**src/rtl/awb_gain_scheduler.sv**
```systemverilog
// AWB gain scheduler: one shared restoring divider produces green/red, green/green and
// green/blue gains (x256 fixed point), published together once per frame.
module awb_gain_scheduler #(
  parameter int                MEAN_W   = 32,
  parameter int                GAIN_W   = 24,
  parameter logic [GAIN_W-1:0] GAIN_MAX = GAIN_W'(1023),
  parameter logic [GAIN_W-1:0] GAIN_MIN = GAIN_W'(64)
) (
  input  logic              clk,
  input  logic              reset,
  input  logic              vsync,
  input  logic [MEAN_W-1:0] mean_R,
  input  logic [MEAN_W-1:0] mean_G,
  input  logic [MEAN_W-1:0] mean_B,
  output logic [GAIN_W-1:0] gain_R,
  output logic [GAIN_W-1:0] gain_G,
  output logic [GAIN_W-1:0] gain_B,
  output logic              gain_valid,
  output logic              busy,
  output logic              overrun
);

  localparam int                CNT_W = $clog2(GAIN_W);
  localparam logic [CNT_W-1:0]  LAST  = CNT_W'(GAIN_W - 1);
  localparam logic [GAIN_W-1:0] UNITY = GAIN_W'(256);

  typedef enum logic [2:0] {IDLE, LATCH, DIV_R, DIV_G, DIV_B, COMMIT} state_t;

  state_t                  st_q, st_d;
  logic                    vsync_q, trig;
  logic [CNT_W-1:0]        cnt_q, cnt_d;
  logic [16:0]             rem_q, rem_d;
  logic [GAIN_W-1:0]       quo_q, quo_d;
  logic [GAIN_W-1:0]       dvd_q, dvd_d;
  logic [2:0][15:0]        dvs_q, dvs_d;
  logic [2:0][GAIN_W-1:0]  shd_q, shd_d;
  logic [2:0][GAIN_W-1:0]  gain_q, gain_d;
  logic                    gv_q, gv_d, ovr_q, ovr_d;

  logic [1:0]        ch;
  logic [15:0]       dvs_sel;
  logic              dvd_bit;
  logic [16:0]       trial;
  logic              ge;
  logic [GAIN_W-1:0] q_next, q_cond;

  assign trig = vsync & ~vsync_q;

  // Divider datapath, shared by the three division states.
  always_comb begin
    ch = 2'd0;
    case (st_q)
      DIV_G:   ch = 2'd1;
      DIV_B:   ch = 2'd2;
      default: ch = 2'd0;
    endcase
    dvs_sel = dvs_q[ch];
    dvd_bit = dvd_q[LAST - cnt_q];
    trial   = {rem_q[15:0], dvd_bit};
    ge      = (trial >= {1'b0, dvs_sel});
    q_next  = {quo_q[GAIN_W-2:0], ge};
    if (dvs_sel == 16'd0)       q_cond = GAIN_MAX;
    else if (q_next > GAIN_MAX) q_cond = GAIN_MAX;
    else if (q_next < GAIN_MIN) q_cond = GAIN_MIN;
    else                        q_cond = q_next;
  end

  always_comb begin
    st_d   = st_q;
    cnt_d  = cnt_q;
    rem_d  = rem_q;
    quo_d  = quo_q;
    dvd_d  = dvd_q;
    dvs_d  = dvs_q;
    shd_d  = shd_q;
    gain_d = gain_q;
    gv_d   = 1'b0;
    ovr_d  = trig && (st_q != IDLE);
    case (st_q)
      IDLE: if (trig) st_d = LATCH;
      LATCH: begin
        dvd_d    = GAIN_W'({mean_G[MEAN_W-1 -: 16], 8'd0});
        dvs_d[0] = mean_R[MEAN_W-1 -: 16];
        dvs_d[1] = mean_G[MEAN_W-1 -: 16];
        dvs_d[2] = mean_B[MEAN_W-1 -: 16];
        rem_d    = '0;
        quo_d    = '0;
        cnt_d    = '0;
        st_d     = DIV_R;
      end
      DIV_R, DIV_G, DIV_B: begin
        rem_d = ge ? (trial - {1'b0, dvs_sel}) : trial;
        quo_d = q_next;
        cnt_d = cnt_q + 1'b1;
        if (cnt_q == LAST) begin
          // Final quotient bit: condition and park in the shadow, clear for the next channel.
          shd_d[ch] = q_cond;
          rem_d     = '0;
          quo_d     = '0;
          cnt_d     = '0;
          case (st_q)
            DIV_R:   st_d = DIV_G;
            DIV_G:   st_d = DIV_B;
            default: st_d = COMMIT;
          endcase
        end
      end
      COMMIT: begin
        gain_d = shd_q;
        gv_d   = 1'b1;
        st_d   = IDLE;
      end
      default: st_d = IDLE;
    endcase
  end

  always_ff @(posedge clk) begin
    if (reset) begin
      st_q    <= IDLE;
      vsync_q <= 1'b0;
      cnt_q   <= '0;
      rem_q   <= '0;
      quo_q   <= '0;
      dvd_q   <= '0;
      dvs_q   <= '0;
      shd_q   <= {3{UNITY}};
      gain_q  <= {3{UNITY}};
      gv_q    <= 1'b0;
      ovr_q   <= 1'b0;
    end else begin
      st_q    <= st_d;
      vsync_q <= vsync;
      cnt_q   <= cnt_d;
      rem_q   <= rem_d;
      quo_q   <= quo_d;
      dvd_q   <= dvd_d;
      dvs_q   <= dvs_d;
      shd_q   <= shd_d;
      gain_q  <= gain_d;
      gv_q    <= gv_d;
      ovr_q   <= ovr_d;
    end
  end

  assign gain_R     = gain_q[0];
  assign gain_G     = gain_q[1];
  assign gain_B     = gain_q[2];
  assign gain_valid = gv_q;
  assign overrun    = ovr_q;
  assign busy       = (st_q != IDLE);

endmodule

```
**config.mk**
```make
export PLATFORM = sky130hd
export DESIGN_NAME = awb_gain_scheduler
export DESIGN_NICKNAME = d
export VERILOG_FILES = /design/src/rtl/awb_gain_scheduler.sv
export SDC_FILE = /design/constraint.sdc
export NUM_CORES = 1
export LEC_CHECK = 0
export BUFFER_PORTS_ARGS = -buffer_cell sky130_fd_sc_hd__buf_2
export CAP_MARGIN = 20
export CORE_MARGIN = 4
export CORE_UTILIZATION = 45
export CTS_CLUSTER_DIAMETER = 40
export DETAILED_ROUTE_END_ITERATION = 10
export PLACE_DENSITY = 0.71
export REMOVE_ABC_BUFFERS = 1
export SYNTH_ARGS = -nofsm -noshare
export SYNTH_HDL_FRONTEND = slang
export SYNTH_SLANG_ARGS = --single-unit
```
**constraint.sdc**
```tcl
create_clock -name clk -period 7.53 [get_ports clk]
set_input_delay 0.3765 -clock clk [delete_from_list [all_inputs] [get_ports clk]]
set_output_delay 0.3765 -clock clk [all_outputs]
set_load 0.005 [all_outputs]
```
==> summary.txt <==
RUN STATUS
------------------------------------------------------------------------------------
Result of the run                                                          completed

CLOCK TREE
------------------------------------------------------------------------------------
CTS H-tree depth                                                                   2
Reg clk slew, reported paths                                                 0.06 ns
CTS tree                                                                         yes
Post-CTS Setup Repair Bufs                                                         0
Post-CTS Resized                                                                   0
Number of clock buffers inserted by TritonCTS                                     34
CTS Hold Buffers Added                                                             0
Max Buffers Root-to-Sink                                                           3
Clock tree sinks                                                                 242
Skew-Pair Late Insertion Delay                                               0.51 ns
Root Buffer                                                                clkbuf_16

CRITICAL PATH
------------------------------------------------------------------------------------
Critical path buffer and inverter count                                            0
Delay of the slowest cell on the worst path                                  1.01 ns
Flop2flop setup slack                                                        3.05 ns
Crit start category                                                             flop
Chain of cells forming the critical path                                nor3b_1 > o21ai_0 > o311ai_1 > ha_1 > a21oi_2 > o21ai_1 > a21o_1 > a21o_1 > a222oi_1 > nand2_2 > a211oi_2 > a211oi_1
Worst R2R End                                                              shd_q[24]
Data arrival time at the worst-slack endpoint                                4.84 ns
Kind of end point of the critical path                                          flop
Crit Path Category                                                      flop to flop
Critical path data required time                                             7.89 ns
Reg2reg start                                                                st_q[2]
Kind of cell adding the most delay to the critical path                 compound AO/OA/AOI/OAI gates
Path depth of the worst reg2reg path                                              12
Dominant cell type by count on the critical path                              a21o_1
Critical path fanouts, max                                                        69
Critical-path top delay cell                                                 dfxtp_2

STA
------------------------------------------------------------------------------------
Minimum period implied by the final worst setup slack                       4.479 ns
Count of final setup violators                                                     0
Worst Skew                                                                0.03096 ns
Worst-Margin Slew                                                           1.060 ns
Fmax                                                                       223.2 MHz
Unrepaired setup endpoints after global routing                                   no
Count of final hold-check violations                                               0
Count of pins over their slew limit                                                0
Worst-case headroom to the max-slew limit                                     0.2932
Final TNS setup                                                                 0 ns
Final worst-path cycle share                                                  0.5949

DETAILED ROUTING
------------------------------------------------------------------------------------
Detailed Route Iter0 Violations                                                  668
Post-route DRC                                                                     0
Wire per inst                                                               14.62 µm
Average vias per placed instance                                               5.375
First drt pass iteration count                                                     5
Aggregate routed wire length                                                23080 µm
Number of nets with antenna violations after detailed routing                      0
Overall via count from detail_route                                             8482

POWER
------------------------------------------------------------------------------------
Power per unit of standard cell area                                    286.2 nW/µm²
Static leakage                                                              4.768 nW
Highest ir drop seen on vdd                                              0.0001365 V

SYNTH
------------------------------------------------------------------------------------
Commonest register cell after synthesis                                      dfxtp_1
Share of the synthesized area in the top cell type                            0.4830
Ys Warns                                                                           0
Cell type with the highest aggregate area in the netlist                     dfxtp_1
Number of synthesized register bits                                              242
Avg Inst Size Synth                                                        8.429 µm²
Synth Instances                                                                 1190
Area contributors post-synth                                            dfxtp_1, nand2_1, a21oi_1
Netlist Area Pre-Place                                                     10030 µm²
Proportion of synthesized flip-flops having asynchronous set or reset              0
Post-synth EDFFs                                                                   0
Share of synthesized area occupied by flip-flops and latches                  0.4830
Number of distinct library cells after synthesis                                  65

CELLS AND AREA
------------------------------------------------------------------------------------
Layout-stage area growth over the synthesis result                            18.71%
Final #Nets                                                                     1388
Share of layout cells above drive strength 1                                  0.1704
Fin util                                                                      0.5440

GRT
------------------------------------------------------------------------------------
First-pass GRT wire length                                                  37980 µm
Overflow left after global routing                                                 0
Via count of the first global-routing pass                                      7760
All-layer global routing usage                                                0.1828
Maximum number of pins on one net before global-route repair                     107
Initial antenna violation count                                                    0

PLACE
------------------------------------------------------------------------------------
Number of port buffers                                                           125
Final Wtd Congestion                                                          0.8581
HPWL after detailed placement                                               14310 µm

FLOORPLAN
------------------------------------------------------------------------------------
Die area                                                                   24740 µm²
I/O pin total                                                                    174
Core Area                                                                  21890 µm²
Initial cell density of the core                                              0.4582
Width of the die                                                            157.3 µm
Number of rows created at floorplan                                               54
Die Y-Extent                                                                157.3 µm

WORST HOLD PATH
------------------------------------------------------------------------------------
Number of cells on the worst hold path                                             3
Hold Path End                                                              dvd_q[14]
Hold/Removal Path Class                                                 primary input to flop
Launch instance of the worst min-delay path                               mean_G[22]

FLOW RUN
------------------------------------------------------------------------------------
Max-cap violations                                                                 0

[worst reg2reg max path, cell delays in order, from the launching register on]
cell and delay (ns):
dfxtp_2 1.01, nor3b_1 0.15, o21ai_0 0.19, o311ai_1 0.27, ha_1 0.48, a21oi_2 0.20, o21ai_1 0.09, a21o_1 0.18
a21o_1 0.19, a222oi_1 0.70, nand2_2 0.37, a211oi_2 0.41, a211oi_1 0.13
[through the flow]
step / area [µm²] / worst slack, ns / instances / hold slack (ns) / power [mW]
after global routing: 11910 / 2.615 / 1577 / 0.08704 / 3.560
final: 11910 / 3.051 / 1578 / 0.1025 / 3.408
after detailed placement: 10690 / 3.056 / 1512 / 0.4400 / 1.830
after global placement: 10690 / 3.176 / 1512 / 0.4346 / 1.822
after CTS: 11860 / 3.082 / 1574 / 0.08576 / 3.440
after floorplan: 9623 / 3.442 / 1097 / 0.4213 / 1.704
[cell families (layout without fill, tap and decap cells)]
kind of cell	Yosys count	after routing	synth area share
multiplexers	19	19	0.02407
AND/OR/NAND/NOR	501	501	0.2296
XOR/XNOR	13	13	0.01135
other	0	1	0
buffers and inverters	102	209	0.04403
flip-flops	242	242	0.4830
adder cells (fa/ha/maj)	19	19	0.02420
AO/OA/AOI/OAI	294	294	0.1837
[placed cells by master, fill, tap and decap left out, types with 24 or more instances in the layout]
master / n
a21oi_1: 129
buf_2: 124
a211oi_1: 24
nand2_1: 275
clkbuf_16: 35
dfxtp_1: 241
nor2_1: 66
o21ai_0: 45
a22oi_1: 24
and3_1: 47
nor2b_1: 30
[synthesized netlist by cell type (3+ instances only)]
master and number:
nand2_1 275, dfxtp_1 242, a21oi_1 130, clkbuf_1 75
nor2_1 66, and3_1 48, o21ai_0 45, nor2b_1 30
a211oi_1 24, a22oi_1 24, nor3_1 19, ha_1 17
nor3b_1 16, mux2i_1 14, nand3_1 14, o311ai_1 13
buf_2 11, inv_1 9, xnor2_1 9, a21o_1 7
a211oi_2 6, a32oi_1 6, and2_1 6, buf_6 6
nand4_1 6, o211ai_1 6, nor4_1 5, or3_1 5
a31oi_1 4, mux4_2 4, o21ai_1 4, xor2_1 4
a41oi_1 3
[registers in the layout, indices dropped and copies added (netlist names)]
signal	count
rem_q	16
gain_G	24
gain_valid	1
dvd_q	16
st_q	3
gain_B	24
shd_q	72
dvs_q	32
vsync_q	1
gain_R	24
quo_q	23
overrun	1
cnt_q	5
[layout make-up]
| class | count | area (µm²) |
|---|---|---|
| inverters | 9 | 33.78 |
| fillers | 2037 | 9983 |
| clock buffers | 42 | 922.1 |
| flip-flops and latches | 242 | 4846 |
| repair buffers | 138 | 753.2 |
| multi-input cells | 846 | 4755 |
| diodes | 1 | 2.502 |
| clock inverters | 20 | 245.2 |
| well taps | 280 | 350.3 |
[how the worst max path moves through the flow]
stage	from	endpoint	slack [ns]	cells past startpoint
global route	st_q[2]	shd_q[24]	2.62	12
finish	st_q[2]	shd_q[24]	3.05	12
CTS	st_q[2]	shd_q[0]	3.08	12
detailed placement	st_q[2]	shd_q[0]	3.06	12
floorplan	st_q[2]	shd_q[48]	3.44	12
global placement	st_q[2]	shd_q[0]	3.18	12
[per-layer routing]
| layer | GRT usage | vias up | part of all wire |
|---|---|---|---|
| met3 | 0.03464 | 37 | 0.061 |
| met2 | 0.2862 | 219 | 0.45 |
| met4 | 0.05735 | 0 | 0.018 |
| met1 | 0.2567 | 3912 | 0.47 |
| li1 | - | 4314 | - |
| met5 | 0 | - | 0 |
[power breakdown]
part / total (mW) / switching, mW / internal [mW]
Combinational: 0.484 / 0.291 / 0.192
Sequential: 1.33 / 0.0216 / 1.31
Clock: 1.60 / 0.602 / 0.996
Total: 3.41 / 0.915 / 2.49
No activity file was read; power rests on OpenSTA's default activity.
